==> src/rtl/mem_arbiter.sv <==
// mem_arbiter: lets the fetch stage (instruction reads) and the memory stage
// (data reads/writes) share one single-ported, variable-latency memory.
//
// Data requests win arbitration. The exception is when fetch is eligible and
// has already lost FAIR_LIMIT arbitrations in a row; then fetch is granted.
// Each access is one registered command: mem_en strobes for one cycle, while
// mem_addr, mem_wr and mem_wdata hold until the next grant. Completion returns
// the read data together with a one-cycle done pulse to the requester. If the
// memory never answers, a watchdog sets the sticky err flag and completes the
// access with zero data.
//
// Ports:
//   clk, rst             clock; asynchronous active-low reset
//   if_req/if_addr       fetch read request (held until if_done)
//   if_rdata/if_done     fetch read data, valid with the one-cycle if_done
//   if_stall             if_req & ~if_done
//   d_req/d_wr/d_addr    data request (held until d_done), 1 = write
//   d_wdata              data write data
//   d_rdata/d_done       data read data (0 for writes), valid with d_done
//   d_stall              d_req & ~d_done
//   halt                 blocks new fetch grants
//   mem_en/mem_wr        one-cycle command strobe; write qualifier
//   mem_addr/mem_wdata   command address/data, held for the whole access
//   mem_rdata/mem_done   memory read data and completion pulse
//   err                  sticky watchdog error
module mem_arbiter #(
  parameter int unsigned FAIR_LIMIT = 3,
  parameter int unsigned TIMEOUT    = 64   // must be >= 2
) (
  input  logic        clk,
  input  logic        rst,
  input  logic        if_req,
  input  logic [15:0] if_addr,
  output logic [15:0] if_rdata,
  output logic        if_done,
  output logic        if_stall,
  input  logic        d_req,
  input  logic        d_wr,
  input  logic [15:0] d_addr,
  input  logic [15:0] d_wdata,
  output logic [15:0] d_rdata,
  output logic        d_done,
  output logic        d_stall,
  input  logic        halt,
  output logic        mem_en,
  output logic        mem_wr,
  output logic [15:0] mem_addr,
  output logic [15:0] mem_wdata,
  input  logic [15:0] mem_rdata,
  input  logic        mem_done,
  output logic        err
);

  localparam int unsigned FcW = (FAIR_LIMIT > 0) ? $clog2(FAIR_LIMIT + 1) : 1;
  localparam int unsigned WdW = $clog2(TIMEOUT);
  localparam logic [FcW-1:0] FairMax = FcW'(FAIR_LIMIT);
  // Count value during the last BUSY cycle allowed before the watchdog fires.
  localparam logic [WdW-1:0] WdLast  = WdW'(TIMEOUT - 1);

  typedef enum logic [2:0] {
    StIdle,
    StBusyI,
    StBusyD,
    StDoneI,
    StDoneD
  } state_e;

  state_e r_state, w_state_next;

  logic [FcW-1:0] r_fair;
  logic [WdW-1:0] r_wd;
  logic           r_mem_en;
  logic           r_mem_wr;
  logic [15:0]    r_mem_addr;
  logic [15:0]    r_mem_wdata;
  logic [15:0]    r_if_rdata;
  logic [15:0]    r_d_rdata;
  logic           r_err;

  logic w_idle;
  logic w_busy;
  logic w_fetch_elig;
  logic w_grant_d;
  logic w_grant_i;
  logic w_wd_expired;
  logic w_finish;

  // Arbitration and completion decode.
  always_comb begin
    w_idle       = (r_state == StIdle);
    w_busy       = (r_state == StBusyI) || (r_state == StBusyD);
    w_fetch_elig = if_req & ~halt;
    // Data wins unless fetch is eligible and has been passed over FAIR_LIMIT times.
    w_grant_d    = w_idle & d_req & (~w_fetch_elig | (r_fair < FairMax));
    w_grant_i    = w_idle & ~w_grant_d & w_fetch_elig;
    // A real mem_done in the last allowed cycle beats the watchdog.
    w_wd_expired = w_busy & ~mem_done & (r_wd == WdLast);
    w_finish     = w_busy & (mem_done | w_wd_expired);
  end

  // Next-state logic.
  always_comb begin
    w_state_next = r_state;
    case (r_state)
      StIdle: begin
        if (w_grant_d) begin
          w_state_next = StBusyD;
        end else if (w_grant_i) begin
          w_state_next = StBusyI;
        end
      end
      StBusyI: if (w_finish) w_state_next = StDoneI;
      StBusyD: if (w_finish) w_state_next = StDoneD;
      StDoneI: w_state_next = StIdle;
      StDoneD: w_state_next = StIdle;
      default: w_state_next = StIdle;
    endcase
  end

  always_ff @(posedge clk or negedge rst) begin
    if (!rst) begin
      r_state <= StIdle;
    end else begin
      r_state <= w_state_next;
    end
  end

  // Fairness counter: counts consecutive data grants that passed over an eligible fetch.
  always_ff @(posedge clk or negedge rst) begin
    if (!rst) begin
      r_fair <= '0;
    end else if (w_grant_i) begin
      r_fair <= '0;
    end else if (w_grant_d && w_fetch_elig && (r_fair != FairMax)) begin
      r_fair <= r_fair + FcW'(1);
    end
  end

  // Watchdog: cleared on entry to BUSY, counts each BUSY cycle.
  always_ff @(posedge clk or negedge rst) begin
    if (!rst) begin
      r_wd <= '0;
    end else if (w_grant_d || w_grant_i) begin
      r_wd <= '0;
    end else if (w_busy && !w_finish) begin
      r_wd <= r_wd + WdW'(1);
    end
  end

  always_ff @(posedge clk or negedge rst) begin
    if (!rst) begin
      r_err <= 1'b0;
    end else if (w_wd_expired) begin
      r_err <= 1'b1;
    end
  end

  // Memory command register.
  always_ff @(posedge clk or negedge rst) begin
    if (!rst) begin
      r_mem_en    <= 1'b0;
      r_mem_wr    <= 1'b0;
      r_mem_addr  <= '0;
      r_mem_wdata <= '0;
    end else begin
      r_mem_en <= w_grant_d | w_grant_i;
      if (w_grant_d) begin
        r_mem_wr    <= d_wr;
        r_mem_addr  <= d_addr;
        r_mem_wdata <= d_wdata;
      end else if (w_grant_i) begin
        r_mem_wr    <= 1'b0;
        r_mem_addr  <= if_addr;
        r_mem_wdata <= '0;
      end
    end
  end

  // Read data capture; a watchdog completion or a data write returns zero.
  always_ff @(posedge clk or negedge rst) begin
    if (!rst) begin
      r_if_rdata <= '0;
      r_d_rdata  <= '0;
    end else if (w_finish) begin
      if (r_state == StBusyI) begin
        r_if_rdata <= mem_done ? mem_rdata : 16'h0000;
      end else begin
        r_d_rdata <= (mem_done && !r_mem_wr) ? mem_rdata : 16'h0000;
      end
    end
  end

  assign mem_en    = r_mem_en;
  assign mem_wr    = r_mem_wr;
  assign mem_addr  = r_mem_addr;
  assign mem_wdata = r_mem_wdata;
  assign if_rdata  = r_if_rdata;
  assign d_rdata   = r_d_rdata;
  assign err       = r_err;
  assign if_done   = (r_state == StDoneI);
  assign d_done    = (r_state == StDoneD);
  assign if_stall  = if_req & ~if_done;
  assign d_stall   = d_req & ~d_done;

endmodule
==> config.mk <==
export PLATFORM = sky130hd
export DESIGN_NAME = mem_arbiter
export DESIGN_NICKNAME = d
export VERILOG_FILES = /design/src/rtl/mem_arbiter.sv
export SDC_FILE = /design/constraint.sdc
export NUM_CORES = 1
export LEC_CHECK = 0
export CORE_MARGIN = 1
export CORE_UTILIZATION = 40
export CTS_BUF_LIST = sky130_fd_sc_hd__clkbuf_4 sky130_fd_sc_hd__clkbuf_8
export DETAILED_ROUTE_END_ITERATION = 7
export DONT_BUFFER_PORTS = 1
export GPL_ROUTABILITY_DRIVEN = 0
export PLACE_DENSITY = 0.59
export SLEW_MARGIN = 40
export SYNTH_ARGS = -nofsm -noshare
export SYNTH_HDL_FRONTEND = slang
export SYNTH_SLANG_ARGS = --single-unit
==> constraint.sdc <==
create_clock -name clk -period 3.25 [get_ports clk]
set_input_delay 0.65 -clock clk [delete_from_list [all_inputs] [get_ports clk]]
set_output_delay 0.65 -clock clk [all_outputs]
set_load 0.01 [all_outputs]
== Word-level counts from Yosys, hierarchy flattened ==
Index checks and enable logic that the tools add are counted.

* Register bits after elaboration: 78
* Latch bits: 0
* RAM bits: 0
* Memory bits (read-only): 0
* Bits of input ports: 71
* Output and inout bits: 71
* Logic and storage cells: 74
* Memories kept: 0

* Add/sub/neg operators: 2
* Multipliers: 0
* Div/mod/pow operators: 0
* $lt $le $gt $ge: 1
* Equality and inequality tests: 9
* Shift operators: 0
* Muxes and demuxes: 17
* Bitwise gates (word level): 20
* Reductions and logical operators: 15

{| class="wikitable"
|+ Operators by type and width
! operator !! number
|-
| 16-bit two-way mux || 6
|-
| 3-bit two-way mux || 4
|-
| 6-bit two-way mux || 2
|-
| 1-bit AND || 10
|-
| 3-bit case mux with 3 select lines || 1
|-
| 1-bit inverter || 7
|-
| 6-bit by 1-bit adder with 6-bit output, second input constant || 1
|-
| 3-bit by 2-bit equality test with 1-bit output, second input constant || 2
|-
| 6-bit equality test, second input constant || 1
|-
| 2-bit != test, second input constant || 3
|-
| 2-bit nonzero test || 3
|-
| 1-bit logical AND || 4
|-
| 2-bit two-way mux || 2
|-
| 2-bit AND reduction || 2
|-
| 3-bit by 1-bit equality test with 1-bit output, second input constant || 1
|-
| 3-bit equality test, second input constant || 1
|-
| 3-bit logical NOT || 1
|-
| 3-bit by 1-bit != test with 1-bit output, second input constant || 1
|-
| 1-bit bitwise OR || 3
|-
| 3-bit AND reduction || 1
|-
| 2-bit by 1-bit adder with 2-bit output, second input constant || 1
|-
| 1-bit logical NOT || 2
|-
| 1-bit logical OR || 2
|-
| 2-bit < comparator, second input constant || 1
|-
| 1-bit two-way mux || 2
|}

== Logic depth before layout (Yosys ltp) ==
Gate-level depths: netlist of the first run.

* Depth after elaboration: 11
* Mapped depth: 7
* Depth with buffers taken out: 5

== Worst setup path before layout of the first run ==
Ideal clock, no wire load.

* Kind: register to output
* From: register r_state[1]
* To: output d_stall
* Data arrival time: 1.028 ns
* Data required time: 2.600 ns
* Path slack: 1.572 ns
* Stages on the path, launching flop included: 4
* Buffers on the path: 1
* Path through: dfrtp_1 -> buf_4 -> nor3b_1 -> nor2b_1

* Cells in the longest elaborated chain, start to end: 3

{| class="wikitable"
|+ RTL lines
! element !! RTL line !! text
|-
| start: declaration || 68 || <nowiki>state_e r_state, w_state_next;</nowiki>
|-
| start signal: assignment || 122 || <nowiki>r_state <= StIdle;</nowiki>
|-
| start signal: assignment || 124 || <nowiki>r_state <= w_state_next;</nowiki>
|-
| 3-bit equality test || 201 || <nowiki>assign d_done = (r_state == StDoneD);</nowiki>
|-
| named net d_done || 42 || <nowiki>output logic d_done,</nowiki>
|-
| 1-bit inverter || 203 || <nowiki>assign d_stall = d_req & ~d_done;</nowiki>
|-
| 1-bit AND || 203 ||
|-
| end: declaration || 43 || <nowiki>output logic d_stall,</nowiki>
|}

The timed path passes the listed nets, and every way through them passes these cells.

== Worst setup path after layout of the first run ==
* From: register r_state[2]
* To: output d_stall

The elaborated chain is that of the path after synthesis.

==> reports/summary.log, run 1 <==
INFO  setup_path     worstPathRequired=2600ps
INFO  final_layout   drive_above_1_share=8.94%
INFO  final_layout   layout.nets=370
INFO  setup_path     path_cells=nor3b_1 > nor2b_1
INFO  placement      detailed_place_hpwl=5010µm
INFO  yosys          synth_sequential_area_ratio=58.5%
INFO  drt            post-route-drc-count=0
INFO  global_route   first_global_vias=2278
INFO  global_route   grt_util_all_layers=18.2%
INFO  setup_path     critPathTopFamily=simple AND/OR/NAND/NOR gates
INFO  yosys          ffs_latches_synth=78
INFO  cts            path_clk_slew=90ps
INFO  power_and_ir_drop peak_vdd_ir=0.438mV
INFO  yosys          synthArstFlopShare=100%
INFO  cts            post_cts.resized_instances=0
INFO  sta            max_freq=441MHz
INFO  yosys          synth_top_area_cell=sky130_fd_sc_hd__dfrtp_1
INFO  floorplanning  i_o_pin_count=142
INFO  cts            cts_made_buffers=9
INFO  cts            clock_latency=350ps
INFO  setup_path     worstReg2RegStart=r_state[2]
INFO  sta            final.period_utilization=69.7%
INFO  setup_path     critPathSlowestCell=sky130_fd_sc_hd__nor3b_1
INFO  drt            dr_total_vias=2256
INFO  power_and_ir_drop comb_power_share=22.1%
INFO  power_and_ir_drop pwr_density_cell=987nW/µm²
INFO  cts            tritoncts_clock_tree=built
INFO  floorplanning  core_region_area=7890µm²
INFO  power_and_ir_drop total_switching_power=1.32mW
INFO  run_status     run_status=finished, final reports clean
INFO  cts            tritoncts_num_sinks=78
INFO  run            drv_cap=0
INFO  sta            fin_tns_setup=0ps
INFO  yosys          synth.top_cell.area_share=58.5%
INFO  power_and_ir_drop leakagePower=1.80nW
INFO  final_layout   area_growth_syn_to_fin=9.31%
INFO  floorplanning  fp.dieArea=8700µm²
INFO  yosys          number_of_distinct_library_cells_after_synthesis=38
INFO  placement      buffer_ports.inserted=0
INFO  sta            fin_skew=9.72ps
INFO  yosys          synth_most_common_cell=sky130_fd_sc_hd__dfrtp_1
INFO  power_and_ir_drop clockPowerShare=25.3%
INFO  floorplanning  cell_rows=32
INFO  setup_path     timing.critical_path.from=r_state[2]
INFO  yosys          synth_top_flop_cell=sky130_fd_sc_hd__dfrtp_1
INFO  drt            first_pass_iters=4
INFO  global_route   antenna_found_initial=0
INFO  floorplanning  floorplan.die.height=93.3µm
INFO  drt            antenna_violating_nets_post_route=0
INFO  sta            period_minus_slack=2270ps
INFO  global_route   global_route.overflow_total=0
INFO  yosys          synthesis.area_per_instance=11.1µm²
INFO  drt            totalWireLength=7400µm
INFO  min_path       min-delay-path-class=in2async
INFO  power_and_ir_drop internal_power=2.28mW
INFO  setup_path     timing.critical_path.from_type=flop
INFO  sta            timing.hold.ws=191ps
INFO  drt            first_iter_violations=76
INFO  drt            routedWlPerCell=18.3µm
INFO  floorplanning  fp.dieW=93.3µm
INFO  cts            clock_tree.htree_level_count=3
INFO  setup_path     timing.setup.critical_path_class=reg2out
INFO  setup_path     timing.critical_path.fanout_max=8
INFO  setup_path     cpPeakStageDelay=550ps
INFO  yosys          syn_area=3330µm²
INFO  yosys          mappedNetlistNets=374
INFO  sta            setup_viol_count_final=0
INFO  final_layout   antenna_cells=0
INFO  yosys          dominant_cells_by_area_after_synthesis=sky130_fd_sc_hd__dfrtp_1 59%, sky130_fd_sc_hd__a22o_1 8.7%, sky130_fd_sc_hd__nand2_1 5.7%
INFO  setup_path     worst-endpoint-arrival=1620ps
INFO  global_route   grt_first_pass_wirelength=12000µm
INFO  yosys          count_of_synthesis_stage_warnings_from_yosys=0
INFO  sta            final-max-slew-violation-count=0
INFO  sta            worst-slew-pin-transition=721ps
INFO  power_and_ir_drop p_sw_share=36.7%
INFO  sta            rsz_0062_raised_after_global_routing=false
INFO  yosys          post_synth_most_frequent_cells=78 x sky130_fd_sc_hd__dfrtp_1, 51 x sky130_fd_sc_hd__nand2_1, 36 x sky130_fd_sc_hd__nand3_1, 33 x sky130_fd_sc_hd__a22o_1, 21 x sky130_fd_sc_hd__inv_1
INFO  cts            cts.root.buffer_cell=sky130_fd_sc_hd__clkbuf_8
INFO  global_route   pin_count_of_the_biggest_net_entering_global_routing=79
INFO  cts            max-clock-path-buffers=2
INFO  sta            finalHoldViolations=0
INFO  setup_path     critical_path.n_buffers_inverters=0
INFO  setup_path     sort_of_element_at_the_end_of_the_critical_path=primary output
INFO  cts            post-cts-setup-buffer-count=0
INFO  sta            max-slew-margin-rel=51.8%
INFO  power_and_ir_drop share_seq_of_total_power=52.6%
INFO  yosys          number_of_enable_type_register_cells_in_the_synthesized_netlist=0
INFO  drt            vias_per_cell=5.58
INFO  floorplanning  initial_utilization=42.3%
INFO  yosys          synth_cells=301
==> worst paths after layout <==
path	to	slack, ps	cells past startpoint
max	d_stall	980	2
min	d_rdata[9]	190	1
max in group asynchronous	d_rdata[1]	2750	1
min reg2reg	r_fair[1]	510	2
max reg2reg	mem_addr[3]	1240	6
min in group clk	d_rdata[10]	420	2
==> final cells by class <==
class	count	area (µm²)
inverters	21	78.8
clock buffers	10	138
fillers	747	4240
multi-input cells	183	1180
clock inverters	6	116
repair buffers	4	50.0
flip-flops and latches	78	1950
well taps	102	128
==> repair_timing <==
item                                    in CTS  in global routing
endpoints found under the hold margin       78                  0
hold buffers                                 1                  0
endpoints found under the setup margin       0                  0
==> stage by stage <==
step | power [mW] | instance area, µm² | std cells | utilization (%) | worst slack (ps)
5_1_grt | 3.85 | 3640 | 404 | 46.2 | 871
2_1_floorplan | 2.50 | 3330 | 301 | - | 1570
3_3_place_gp | 2.67 | 3360 | 387 | 42.6 | 1110
3_5_place_dp | 2.71 | 3360 | 387 | 42.6 | 1060
4_1_cts | 3.65 | 3640 | 404 | 46.2 | 929
6_report | 3.60 | 3640 | 404 | 46.2 | 983
==> power by group through the flow <==
stage	clock network (mW)	logic (mW)	registers [mW]
finish	0.911	0.794	1.89
global route	0.982	0.918	1.95
CTS	0.937	0.812	1.90
detailed placement	0	0.791	1.91
global placement	0	0.756	1.91
floorplan	0	0.704	1.80
==> cell usage in the layout, fill, tap and decap left out, drive strengths merged, types with 4 or more instances in the layout <==
cell	instances
nand3	37
buf	4
nor2b	4
mux2i	17
clkbuf	10
nor3	5
inv	23
nand2	51
dfrtp	78
a22o	33
nor2	4
==> sequential cells by signal, indices dropped and copies added, names as in the netlist <==
signal / count
if_rdata: 16
err: 1
mem_wr: 1
d_rdata: 16
r_fair: 2
r_state: 3
mem_addr: 16
mem_wdata: 16
r_wd: 6
mem_en: 1
==> routing by layer <==
layer	routed length, µm	vias up	GRT usage (%)
li1	-	1034	-
met5	0	-	0
met3	624	11	5.93
met2	3510	99	28.1
met4	93	0	6.92
met1	3180	1112	23.7
==> logic make-up after synthesis <==
kind of cell,after synthesis,share of synthesized area (%)
XOR/XNOR,2,0.525
buffers and inverters,40,6.04
adder cells (fa/ha/maj),2,0.750
AND/OR/NAND/NOR,113,16.5
AO/OA/AOI/OAI,49,12.5
multiplexers,17,5.10
flip-flops,78,58.5
(Power assumes the default switching activity.)
==> inputs of run 2 (changes only) <==
Settings changed: PLACE_DENSITY 0.59 to 0.61.
Clock period 3.25 ns to 1.9 ns, I/O delays scaled along.
==> run 2 against run 1 <==
Sequential power up 72%. Flip-flop and latch count stayed put. Core utilization decreased by 0.19 points. Non-clock buffer count is 5 higher. Total power up 66%. Die area did not move. Cell count up 0.74%. Via count shrank 2.3%. The run now ends with hold timing left. Clock power increased by 47%.
==> reports/summary.log, run 2 (synthesized netlist as in run 1, its figures left out) <==
INFO  placement      dp_cells=393 [+1.6%]
INFO  run            drv_cap=0 [unchanged]
INFO  final_layout   post-route-cell-area=3630µm² [-0.41%]
INFO  run_status     failed_checks=hold timing
INFO  power_and_ir_drop p_sw_share=36.6% [-0.095 points]
INFO  power_and_ir_drop internal_power=3.79mW [+66%]
INFO  setup_path     path_cells=and3b_1 > nor2b_1
INFO  sta            finalHoldViolations=78 [+78]
INFO  final_layout   area_growth_syn_to_fin=8.86%
INFO  cts            path_clk_slew=80ps [about the same]
INFO  sta            period_minus_slack=1740ps
INFO  power_and_ir_drop comb_power_share=23.3% [+1.2 points]
INFO  drt            antenna_violating_nets_post_route=0 [unchanged]
INFO  power_and_ir_drop pwr_density_cell=1650nW/µm² [+67%]
INFO  setup_path     worstPathRequired=1520ps [-1080 ps]
INFO  sta            max-slew-margin-rel=55.1% [+3.3 points]
INFO  drt            first_iter_violations=82 [+7.9%]
INFO  drt            vias_per_cell=5.41 [-3.1%]
INFO  floorplanning  floorplan.die.height=93.3µm [unchanged]
INFO  sta            timing.hold.ws=-277ps [-467 ps]
INFO  global_route   global_route.overflow_total=0 [unchanged]
INFO  cts            tritoncts_num_sinks=78 [unchanged]
INFO  sta            setup_slack=155ps [-828 ps]
INFO  cts            cts_made_buffers=9 [unchanged]
INFO  final_layout   antenna_cells=0 [unchanged]
INFO  cts            max-clock-path-buffers=2 [unchanged]
INFO  floorplanning  fp.dieArea=8700µm² [unchanged]
INFO  power_and_ir_drop clockPowerShare=22.4% [-2.9 points]
INFO  drt            first_pass_iters=4 [unchanged]
INFO  final_layout   drive_above_1_share=9.51% [+0.57 points]
INFO  final_layout   most-common-layout-cells=78 x sky130_fd_sc_hd__dfrtp_1, 51 x sky130_fd_sc_hd__nand2_1, 36 x sky130_fd_sc_hd__nand3_1
INFO  setup_path     critPathSlowestCell=sky130_fd_sc_hd__dfrtp_1
INFO  power_and_ir_drop power=5.97mW [+66%]
INFO  global_route   antenna_found_initial=0 [unchanged]
INFO  setup_path     worst-endpoint-arrival=1360ps [-260 ps]
INFO  global_route   grt_util_all_layers=17.4% [-0.81 points]
INFO  sta            fin_tns_setup=0ps [unchanged]
INFO  power_and_ir_drop leakagePower=1.80nW [-0.18%]
INFO  sta            fin_skew=13.3ps [+3.57 ps]
INFO  global_route   pin_count_of_the_biggest_net_entering_global_routing=79 [unchanged]
INFO  sta            final.period_utilization=91.8%
INFO  floorplanning  initial_utilization=42.3% [unchanged]
INFO  drt            routedWlPerCell=18.2µm [-0.95%]
INFO  cts            clock_latency=340ps [about the same]
INFO  placement      detailed_place_hpwl=5110µm [+2.0%]
INFO  floorplanning  cell_rows=32 [unchanged]
INFO  global_route   first_global_vias=2177 [-4.4%]
INFO  sta            rsz_0062_raised_after_global_routing=false
INFO  cts            cts.root.buffer_cell=sky130_fd_sc_hd__clkbuf_8
INFO  final_layout   layout.nets=375 [+1.4%]
INFO  drt            post-route-drc-count=0 [unchanged]
INFO  drt            totalWireLength=7390µm [-0.22%]
INFO  sta            setup_viol_count_final=0 [unchanged]
INFO  final_layout   final-instance-count-excl-fill=407 [+0.74%]
INFO  floorplanning  core_region_area=7890µm² [unchanged]
INFO  placement      buffer_ports.inserted=0 [unchanged]
INFO  drt            dr_total_vias=2203 [-2.3%]
INFO  power_and_ir_drop peak_vdd_ir=0.570mV [+30%]
INFO  cts            tritoncts_clock_tree=built
INFO  placement      pre_cts_slack=222ps [-843 ps]
INFO  setup_path     sort_of_element_at_the_end_of_the_critical_path=primary output
INFO  cts            clock_tree.htree_level_count=3 [unchanged]
INFO  sta            max_freq=573MHz
INFO  placement      placedInstanceArea=3420µm² [+1.7%]
INFO  setup_path     timing.critical_path.from_type=flop
INFO  sta            final-max-slew-violation-count=0 [unchanged]
INFO  min_path       min-delay-path-class=in2async
INFO  setup_path     timing.critical_path.fanout_max=10 [+2]
INFO  floorplanning  fp.dieW=93.3µm [unchanged]
INFO  floorplanning  i_o_pin_count=142 [unchanged]
INFO  power_and_ir_drop total_switching_power=2.19mW [+66%]
INFO  final_layout   layout.cells.most_common=sky130_fd_sc_hd__dfrtp_1
INFO  power_and_ir_drop share_seq_of_total_power=54.3% [+1.7 points]
INFO  run_status     run_status=finished, violations left
INFO  setup_path     cpPeakStageDelay=500ps [-50 ps]
INFO  global_route   grt_first_pass_wirelength=11400µm [-4.9%]
INFO  setup_path     timing.setup.critical_path_class=reg2out
INFO  sta            worst-slew-pin-transition=674ps [-47.5 ps]
-- run 2: timing repair --
| action | 4_1_cts | 5_1_grt |
|---|---|---|
| endpoints found under the hold margin | 78 | 78 |
| buffers inserted | 0 | 0 |
| gates resized for setup | 0 | 0 |
| setup endpoints to repair | 0 | 0 |
-- run 2: area by class of cell --
class | count | area (µm²)
Tap cell | 102 | 128
Clock buffer | 10 | 138
Multi-Input combinational cell | 183 | 1180
Fill cell | 760 | 4260
Sequential cell | 78 | 1950
Clock inverter | 4 | 72.6
Inverter | 21 | 78.8
Timing Repair Buffer | 9 | 80.1
-- run 2: worst paths after layout --
check	from	to	slack [ps]	cells past startpoint
max	r_state[0]	if_stall	160	2
min	rst	if_rdata[13]	-280	0
max reg2reg	r_wd[0]	r_wd[1]	200	5
min reg2reg	r_fair[1]	r_fair[1]	510	2
max in group asynchronous	rst	r_state[0]	2060	0
min in group clk	mem_rdata[15]	d_rdata[15]	160	2
-- run 2: power by group through the flow --
stage / clock network (mW) / registers (mW) / logic (mW)
after global placement: 0 / 3.28 / 1.35
final: 1.34 / 3.25 / 1.39
after detailed placement: 0 / 3.28 / 1.41
after floorplan: 0 / 3.08 / 1.20
after global routing: 1.46 / 3.34 / 1.58
after CTS: 1.37 / 3.26 / 1.42
-- run 2: layer usage --
| layer | GRT usage [%] | vias to the layer above | part of all wire [%] |
|---|---|---|---|
| met5 | 0 | - | 0 |
| met4 | 7.44 | 0 | 1.4 |
| met3 | 6.26 | 7 | 8.0 |
| met2 | 27.1 | 92 | 48 |
| met1 | 21.8 | 1060 | 43 |
| li1 | - | 1044 | - |
-- run 2: per-stage QoR --
step | utilization [%] | hold WS, ps
finish | 46.0 | -277
global route | 46.0 | -307
CTS | 46.0 | -293
detailed placement | 43.4 | 85.9
global placement | 43.4 | 86.4
floorplan | - | 84.4
-- run 2: critical path, delay by kind of cell (launching register included) --
family,cells,cell delay [ps]
simple gates,2,520
flops,1,500
